## src/rtl/mux_scan_ctrl_pkg.sv

```systemverilog
// Shared constants and state encoding for the 8-to-1 mux scan controller.
package mux_scan_ctrl_pkg;

  localparam int SEL_W      = 3;
  localparam int NUM_IN     = 8;
  localparam int SETTLE_MAX = 15;
  localparam int CNT_W      = 4;

  typedef enum logic [1:0] {
    ST_IDLE   = 2'd0,
    ST_SETTLE = 2'd1,
    ST_SAMPLE = 2'd2,
    ST_DONE   = 2'd3
  } scan_state_e;

endpackage

```

## src/rtl/mux_scan_ctrl_settle_timer.sv

```systemverilog
// Loadable down-counter that paces how long each select value is held.
module settle_timer
  import mux_scan_ctrl_pkg::*;
(
  input  logic             clk_i,
  input  logic             rst_i,
  input  logic             load_i,
  input  logic [CNT_W-1:0] load_val_i,
  input  logic             dec_i,
  output logic             zero_o
);

  logic [CNT_W-1:0] cnt_q;

  always_ff @(posedge clk_i or posedge rst_i) begin
    if (rst_i) begin
      cnt_q <= '0;
    end else if (load_i) begin
      cnt_q <= load_val_i;
    end else if (dec_i && (cnt_q != '0)) begin
      cnt_q <= cnt_q - 1'b1;
    end
  end

  assign zero_o = (cnt_q == '0);

endmodule

```

## src/rtl/mux_scan_ctrl.sv

```systemverilog
// Steps a downstream 8-to-1 mux through all inputs and assembles the samples
// into one word; optionally rescans back-to-back.
//
// state  | meaning
// IDLE   | selects parked at 000, waiting for start
// SETTLE | select lines held on current index while the mux output settles
// SAMPLE | capture mux output into shadow[index], advance or finish
// DONE   | publish shadow to word, pulse done, rescan if continuous
module mux_scan_ctrl
  import mux_scan_ctrl_pkg::*;
#(
  parameter int SETTLE_CYCLES = 1
) (
  input  logic              clk,
  input  logic              rst,
  input  logic              start,
  input  logic              continuous,
  input  logic              mux_o,
  output logic              s0,
  output logic              s1,
  output logic              s2,
  output logic [NUM_IN-1:0] word,
  output logic              busy,
  output logic              done
);

  localparam logic [CNT_W-1:0] LOAD_VAL = CNT_W'(SETTLE_CYCLES - 1);
  localparam logic [SEL_W-1:0] LAST_IDX = SEL_W'(NUM_IN - 1);

  scan_state_e       state_q;
  logic [SEL_W-1:0]  idx_q;
  logic [SEL_W-1:0]  sel_q;
  logic [NUM_IN-1:0] shadow_q;
  logic [NUM_IN-1:0] word_q;
  logic              busy_q;
  logic              done_q;

  logic tmr_load;
  logic tmr_dec;
  logic tmr_zero;

  // The timer is reloaded on every edge that enters SETTLE.
  assign tmr_load = ((state_q == ST_IDLE)   && start) ||
                    ((state_q == ST_SAMPLE) && (idx_q != LAST_IDX)) ||
                    ((state_q == ST_DONE)   && continuous);
  assign tmr_dec  = (state_q == ST_SETTLE);

  settle_timer u_settle_timer (
    .clk_i      (clk),
    .rst_i      (rst),
    .load_i     (tmr_load),
    .load_val_i (LOAD_VAL),
    .dec_i      (tmr_dec),
    .zero_o     (tmr_zero)
  );

  always_ff @(posedge clk or posedge rst) begin
    if (rst) begin
      state_q  <= ST_IDLE;
      idx_q    <= '0;
      sel_q    <= '0;
      shadow_q <= '0;
      word_q   <= '0;
      busy_q   <= 1'b0;
      done_q   <= 1'b0;
    end else begin
      done_q <= 1'b0;
      case (state_q)
        ST_IDLE: begin
          if (start) begin
            state_q <= ST_SETTLE;
            idx_q   <= '0;
            sel_q   <= '0;
            busy_q  <= 1'b1;
          end
        end
        ST_SETTLE: begin
          if (tmr_zero) begin
            state_q <= ST_SAMPLE;
          end
        end
        ST_SAMPLE: begin
          shadow_q[idx_q] <= mux_o;
          if (idx_q == LAST_IDX) begin
            state_q <= ST_DONE;
            busy_q  <= 1'b0;
          end else begin
            state_q <= ST_SETTLE;
            idx_q   <= idx_q + 1'b1;
            sel_q   <= idx_q + 1'b1;
          end
        end
        ST_DONE: begin
          // Whole-word publish: word never exposes a partial scan.
          word_q  <= shadow_q;
          done_q  <= 1'b1;
          idx_q   <= '0;
          sel_q   <= '0;
          if (continuous) begin
            state_q <= ST_SETTLE;
            busy_q  <= 1'b1;
          end else begin
            state_q <= ST_IDLE;
          end
        end
        default: begin
          state_q <= ST_IDLE;
          busy_q  <= 1'b0;
        end
      endcase
    end
  end

  assign s0   = sel_q[2];
  assign s1   = sel_q[1];
  assign s2   = sel_q[0];
  assign word = word_q;
  assign busy = busy_q;
  assign done = done_q;

endmodule

```

## config.mk

```make
export PLATFORM = sky130hd
export DESIGN_NAME = mux_scan_ctrl
export DESIGN_NICKNAME = d
export VERILOG_FILES = /design/src/rtl/mux_scan_ctrl_pkg.sv /design/src/rtl/mux_scan_ctrl_settle_timer.sv /design/src/rtl/mux_scan_ctrl.sv
export SDC_FILE = /design/constraint.sdc
export NUM_CORES = 1
export LEC_CHECK = 0
export BUFFER_PORTS_ARGS = -buffer_cell sky130_fd_sc_hd__buf_2
export CELL_PAD_IN_SITES_DETAIL_PLACEMENT = 2
export CELL_PAD_IN_SITES_GLOBAL_PLACEMENT = 2
export CORE_ASPECT_RATIO = 0.75
export CORE_MARGIN = 5
export CORE_UTILIZATION = 39
export CTS_CLUSTER_SIZE = 30
export DETAILED_ROUTE_END_ITERATION = 10
export PLACE_DENSITY = 0.83
export SLEW_MARGIN = 20
export SYNTH_ARGS = -nofsm -noshare
export SYNTH_HDL_FRONTEND = slang
export SYNTH_SLANG_ARGS = --single-unit
```

## constraint.sdc

```tcl
create_clock -name clk -period 4.1 [get_ports clk]
set_input_delay 0 -clock clk [delete_from_list [all_inputs] [get_ports clk]]
set_output_delay 0 -clock clk [all_outputs]
set_load 0.05 [all_outputs]
```

Word level (Yosys, flattened, before mapping). Index checks and enable logic that the tools add are counted.

Logic and storage cells: 54. Bits in registers: 27. Input port bits: 5.

Eq/ne operators: 10. $lt $le $gt $ge: 2. Add/subtract/negate cells: 2. Muxes and demuxes: 18. Reduce and logical (&&, ||, !) cells: 15.

Operators with widths (count): 3-bit case mux with 3 select lines (1); 8-bit bitwise mux (1); 4-bit two-way mux (2); 2-bit != test, second input constant (4); 2-bit case mux with 4 select lines (1); 1-bit two-way mux (6); 2-bit two-way mux (3); 3-bit two-way mux (2); 1-bit logical AND (5); 2-bit == test, second input constant (2); 4-bit logical NOT (1); 3-bit by 4-bit < comparator with 1-bit output, second input constant (1); 4-bit AND reduction (1); 4-bit nonzero test (1); 4-bit by 1-bit subtractor with 4-bit output, second input constant (1); 3-bit by 1-bit adder with 3-bit output, second input constant (1); 1-bit demux with 3-bit select (1); 3-bit == test, second input constant (1); 3-bit by 1-bit greater-or-equal comparator with 1-bit output, second input constant (1); 3-bit != test, second input constant (1); 1-bit case mux with 3 select lines (1); 3-bit AND reduction (1); 3-bit nonzero test (1); 2-bit by 1-bit == test with 1-bit output, second input constant (1); 5 further kinds (6).

Logic depth before layout (Yosys ltp). Gate-level depths: netlist of the first run.

Depth after elaboration: 5. Mapped depth: 6. Depth with buffers taken out: 5.

Hierarchy. Synthesis of the first run repeated with hierarchy kept, for this count alone.

Cell total of the unflattened synthesis: 114. Area total of the unflattened synthesis: 1355.0 um^2.

Modules (own cells, without submodules): mux_scan_ctrl (cells an instance 86, instances 1, seq. area each 575.6 um^2, area an instance 1093.5 um^2); settle_timer (cells an instance 28, instances 1, seq. area each 100.1 um^2, area an instance 261.5 um^2).

Worst setup path after synthesis of the first run. No wires, ideal clock.

Kind: register to register. Start point: register sel_q[0] (netlist name). End point: register u_settle_timer.cnt_q[2]. Required time: 4001 ps. Setup time: 99 ps. Path buffers: 1. Stages on the path, launching flop included: 7. Arrival: 1746 ps. Setup slack: 2255 ps. Cell sequence: dfrtp_1 -> ha_1 -> ha_1 -> clkbuf_1 -> nand2b_1 -> a31oi_1 -> a311oi_1.

RTL lines: end signal: assignment (RTL line mux_scan_ctrl_settle_timer.sv:19) `cnt_q <= load_val_i;`; end signal: assignment (RTL line mux_scan_ctrl_settle_timer.sv:21) `cnt_q <= cnt_q - 1'b1;`; end: declaration (RTL line mux_scan_ctrl_settle_timer.sv:13) `logic [CNT_W-1:0] cnt_q;`.

==> results_dict.tcl, run 1 <==
set metrics [dict create \
    status "finished clean" \
    grt_max_degree 28 \
    layout_common_cells "dfrtp_1 (27), buf_2 (17), mux2_2 (15)" \
    syn_inst 107 \
    cts_root_buf "clkbuf_8" \
    first_iter_violations 20 \
    cts_num_sinks 27 \
    grt_pass1_vias 974 \
    min_to "state_q[0]" \
    drv_slew 0 \
    setup_tns_ps 0 \
    min_path_type "primary input to flip-flop" \
    worstHoldStart "start" \
    io_pins 18 \
    drc 0 \
    antenna_found_initial 0 \
    floorplan.die_area_sq_mm 0.00451 \
    clock_path_buffers 2 \
    cap_viol_max_count 0 \
    overflow 0 \
    fin_worst_skew_ps 7.96 \
    final_common_cell "dfrtp_1" \
    critical_path_class "flip-flop to flip-flop" \
    num_rows 18 \
    syn-num-nets 116 \
    min_path_cells 3 \
    ir_worst_vdd_mv 0.313 \
    die_w_um 75.9 \
    place.gp.congestion 0.801 \
    dieHeight_um 59.4 \
    initial_utilization_pct 39.5 \
    globalRouteTotalUtil_pct 14.1 \
    worst_slew_pin_slew_ps 582 \
    layout_worst_path_cycle_share_pct 44.5 \
    cts_tree "done" \
    avgSynthCellArea_sq_um 11.9 \
    vias 883 \
    maxSlewHeadroom_pct 61.2 \
    coreArea_sq_mm 0.00322 \
    worstPathMaxFanout 12 \
    pwr_density_cell_mw_per_mm2 752 \
    first_pass_iters 2 \
    r2r_slack_ps 2280 \
    htree_levels 1 \
    synth_seq_cells 27 \
    reg2reg_depth 5 \
    grt_pass1_wl_mm 5.07 \
    fmax_mhz 548 \
    power.total_mw 1.08 \
    path_clk_slew_ps 100 \
    drt_wl_total_mm 3.03 \
    crit-reg2reg-capture "u_settle_timer.cnt_q[1]" \
    setup_viol 0 \
    yosys_warnings 0 \
    wl_per_cell_um 18.6 \
    cp.required_ps 4240 \
    cts_setup_buffers 0 \
    worstPathArrival_ps 1970 \
    area.growth.synth_to_final_pct 12.7 \
    antenna_cells 0 \
    rsz0062_at_grt "false" \
    yosysSeqAreaShare_pct 53.1 \
    hold_violations 0 \
    crit_path_end_kind "flip-flop" \
    cts-buffers-inserted 3 \
    fin_crit_ps 1820 \
    insertion_delay_ps 280 \
    r2r-start "sel_q[1]" \
    routed_via_density 5.42 \
    leakage_nw 0.642 \
    dpl.hpwl_mm 2.20 \
    drive_above_1_share_pct 30.9 \
    portBuffers 17 \
    start_kind "flip-flop" \
    final_nets 133 \
    ys_types 33 \
    netlist_area_sq_mm 0.00127 \
    ant_nets 0 \
]
cell usage after synthesis, drive strengths merged:
cell type	instances	area [sq um]
mux2i	2	20.0
and2b	2	15.0
a21oi	6	30.0
nor3b	3	27.5
o2bb2ai	2	17.5
a21o	1	7.51
nand4	1	6.26
or3b	1	8.76
buf	2	12.5
ha	4	50.1
nand2	4	15.0
nand3b	3	22.5
a311oi	2	17.5
nor2	5	18.8
xnor2	1	8.76
a31oi	2	12.5
a21boi	1	7.51
nor2b	1	6.26
nor3	2	10.0
nand2b	3	18.8
o21ai	1	5.00
a22o	1	8.76
o221ai	1	8.76
inv	5	18.8
mux2	16	180
dfrtp	27	676
nand3	3	15.0
a21bo	1	10.0
clkbuf	4	16.3
registers in the layout, summed over array words and instances (netlist names):
signal and flops:
state_q 2, shadow_q 8, word 8, u_settle_timer.cnt_q 4, done 1, sel_q 3, busy 1
repair_timing:
| item | 4_1_cts | 5_1_grt |
|---|---|---|
| hold buffers | 0 | 1 |
| endpoints found under the hold margin | 0 | 27 |
| resized for setup | 0 | 0 |
metrics by stage:
| step | util (%) | cells | hold slack (ps) | area, sq um | setup WS (ps) |
|---|---|---|---|---|---|
| 3_3_place_gp | 42.8 | 158 | 272 | 1380 | 2410 |
| 4_1_cts | 44.2 | 162 | 8.50 | 1420 | 2270 |
| 2_1_floorplan | - | 107 | 52.7 | 1270 | 2250 |
| 3_5_place_dp | 42.8 | 158 | 322 | 1380 | 2280 |
| 6_report | 44.5 | 163 | 26.2 | 1430 | 2280 |
| 5_1_grt | 44.5 | 163 | 28.8 | 1430 | 2140 |
report_power, final:
| part | switching, mW | total (mW) | internal (mW) |
|---|---|---|---|
| sequential | 0.0974 | 0.460 | 0.362 |
| clock | 0.0842 | 0.154 | 0.0697 |
| combinational | 0.310 | 0.464 | 0.154 |
| total | 0.492 | 1.08 | 0.586 |
worst max path at each step:
stage	cells past startpoint	startpoint	slack, ps	endpoint
after floorplan	6	sel_q[0]	2250	u_settle_timer.cnt_q[2]
after global placement	5	sel_q[1]	2410	u_settle_timer.cnt_q[1]
after detailed placement	5	sel_q[1]	2280	u_settle_timer.cnt_q[1]
after CTS	5	sel_q[1]	2270	u_settle_timer.cnt_q[1]
after global routing	5	sel_q[1]	2140	u_settle_timer.cnt_q[1]
final	5	sel_q[1]	2280	u_settle_timer.cnt_q[1]
area by class of cell:
cell class                      instances  area, sq um
Fill cell                             343         1790
Sequential cell                        27          676
Multi-Input combinational cell         69          548
Timing Repair Buffer                   18         95.1
Tap cell                               40         50.0
Clock buffer                            4         45.0
Inverter                                5         18.8
cell families after synthesis:
group,after synthesis,synth area share (%)
flip-flops,27,53.1
AND/OR/NAND/NOR,28,12.9
buffers and inverters,11,3.74
XOR/XNOR,1,0.689
multiplexers,18,15.7
AO/OA/AOI/OAI,18,9.84
adder cells (fa/ha/maj),4,3.94
per-layer routing:
layer  up-vias  track usage [%]  wire length (um)
met5         -                0                 0
met4         0             2.28                 9
met3         2             3.34                91
met2        15             25.6              1520
met1       457             17.6              1410
li1        409                -                 -
worst max-delay path: stages (launching register included):
cell and delay, ps:
dfrtp_1 520, ha_1 270, ha_1 280, nand2b_1 180
a31oi_1 370, a311oi_1 90
No activity file was read; power rests on OpenSTA's default activity.
==> run 2, diff against run 1 <==
CORE_UTILIZATION = 33   (was 39)
PLACE_DENSITY = 0.75   (was 0.83)
clock period = 1.6 ns   (was 4.1 ns; I/O delays follow)
==> results_dict.tcl, run 2 (same netlist as run 1, synthesis figures left out) <==
set metrics [dict create \
    cts_num_sinks 27 \
    final_nets 141 \
    cp.required_ps 1740 \
    crit_path_end_kind "flip-flop" \
    initial_utilization_pct 34.5 \
    drive_above_1_share_pct 42.0 \
    drt_wl_total_mm 2.87 \
    rsz0062_at_grt "false" \
    critical_path_class "flip-flop to flip-flop" \
    insertion_delay_ps 270 \
    path_buf_inv 1 \
    clkPwrFrac_pct 13.6 \
    globalRouteTotalUtil_pct 12.1 \
    utilization_pct 41.7 \
    ant_nets 0 \
    hold_violations 0 \
    reg2reg_depth 5 \
    routed_via_density 4.96 \
    fmax_mhz 661 \
    cts_root_buf "clkbuf_8" \
    grt_pass1_wl_mm 4.86 \
    portBuffers 17 \
    first_iter_violations 29 \
    dpl.hpwl_mm 2.24 \
    maxSlewHeadroom_pct 75.0 \
    first_pass_iters 4 \
    comb_power_share_pct 47.6 \
    fin_crit_ps 1510 \
    layout_worst_path_cycle_share_pct 94.6 \
    preCtsSetupSlack_ps -13.8 \
    cpPeakStageDelay_ps 430 \
    htree_levels 1 \
    floorplan.die_area_sq_mm 0.00521 \
    antenna_found_initial 0 \
    min_path_type "primary input to flip-flop" \
    cts_tree "done" \
    worst_slew_pin_slew_ps 376 \
    cap_viol_max_count 0 \
    dpl_cell_area_sq_mm 0.00146 \
    num_rows 19 \
    clock_path_buffers 2 \
    place.gp.congestion 0.748 \
    switching_share_pct 44.2 \
    worstPathArrival_ps 1650 \
    post-place-cells 178 \
    final_common_cell "dfrtp_1" \
    area.growth.synth_to_final_pct 20.8 \
    grt_max_degree 28 \
    setup_viol 0 \
    layout_common_cells "dfrtp_1 (24), buf_2 (17), mux2_2 (15)" \
    min_path_cells 3 \
    slowest_stage "or3b_4" \
    wl_per_cell_um 15.7 \
    ir_worst_vdd_mv 0.804 \
    leakage_nw 0.676 \
    fin_worst_skew_ps 8.86 \
    pwr_density_cell_mw_per_mm2 1850 \
    cp_top_family "simple AND/OR/NAND/NOR gates" \
    vias 908 \
    dieHeight_um 63.8 \
    io_pins 18 \
    stdcell_count 183 \
    internal_power_mw 1.58 \
    grt_pass1_vias 1000 \
    seq_power_share_pct 38.8 \
    cts-buffers-inserted 3 \
    path_clk_slew_ps 90 \
    drv_slew 0 \
    overflow 0 \
    status "finished clean" \
    drc 0 \
    crit_cells 5 \
    start_kind "flip-flop" \
    fin_ws_ps 86.1 \
    p_sw_mw 1.25 \
    final_cell_area_sq_mm 0.00154 \
    antenna_cells 0 \
    coreArea_sq_mm 0.00368 \
    worstPathMaxFanout 7 \
    cp_cell_sequence "inv_2, ha_2, or3b_4, a21oi_1, a311oi_2" \
    die_w_um 81.7 \
]
==> run 2: cell types whose count changed in the layout (fill, tap and decap cells not counted), moves of 2 or more <==
cell and delta:
buf_4 +8, a31oi_2 +2, dfrtp_2 +3, dfrtp_1 -3, a31oi_1 -2
==> run 2: per-stage QoR <==
| step | TNS [ps] | power, mW | hold slack [ps] |
|---|---|---|---|
| 2_1_floorplan | 0 | 2.09 | 52.5 |
| 3_3_place_gp | 0 | 2.39 | 74.1 |
| 3_5_place_dp | -13.8 | 2.48 | 88.9 |
| 4_1_cts | 0 | 2.87 | 55.2 |
| 5_1_grt | 0 | 3.01 | 50.5 |
| 6_report | 0 | 2.83 | 69.7 |
==> run 2: cell type report <==
class | instances | area [sq um]
fillers | 395 | 2150
repair buffers | 26 | 155
well taps | 52 | 65.1
flip-flops and latches | 27 | 679
inverters | 5 | 18.8
clock buffers | 4 | 45.0
multi-input cells | 69 | 572
==> run 2: final timing paths <==
path | from | end | slack, ps
max | u_settle_timer.cnt_q[0] | u_settle_timer.cnt_q[1] | 90
min | start | state_q[0] | 70
max reg2reg | u_settle_timer.cnt_q[0] | u_settle_timer.cnt_q[1] | 90
min reg2reg | word[2] | word[2] | 510
max in group asynchronous | rst | sel_q[1] | 1010
min in group asynchronous | rst | u_settle_timer.cnt_q[1] | 320
==> run 2: power groups by stage <==
stage / Clock (mW) / Combinational [mW] / Sequential (mW)
6_report: 0.386 / 1.35 / 1.10
5_1_grt: 0.427 / 1.45 / 1.14
4_1_cts: 0.398 / 1.36 / 1.10
3_5_place_dp: 0 / 1.36 / 1.12
3_3_place_gp: 0 / 1.31 / 1.09
2_1_floorplan: 0 / 0.527 / 1.56
==> run 2: worst register-to-register path, cell delays in order (launching register included) <==
cell and delay (ps):
dfrtp_1 400, inv_2 100, ha_2 190, or3b_4 430, a21oi_1 190, a311oi_2 70
==> run 2: repair_timing <==
item,in CTS,in global routing
buffers inserted,0,0
resized for setup,1,5
pin swaps,0,0
hold endpoints to repair,27,0
hold buffers,1,0
setup endpoints to repair,3,3
==> run 2: layer usage <==
layer | global-route usage, % | vias to the layer above | routed length, um
met4 | 1.87 | 0 | 17
met2 | 20.5 | 14 | 1370
met3 | 2.95 | 2 | 102
met1 | 15.8 | 464 | 1380
met5 | 0 | - | 0
li1 | - | 428 | -
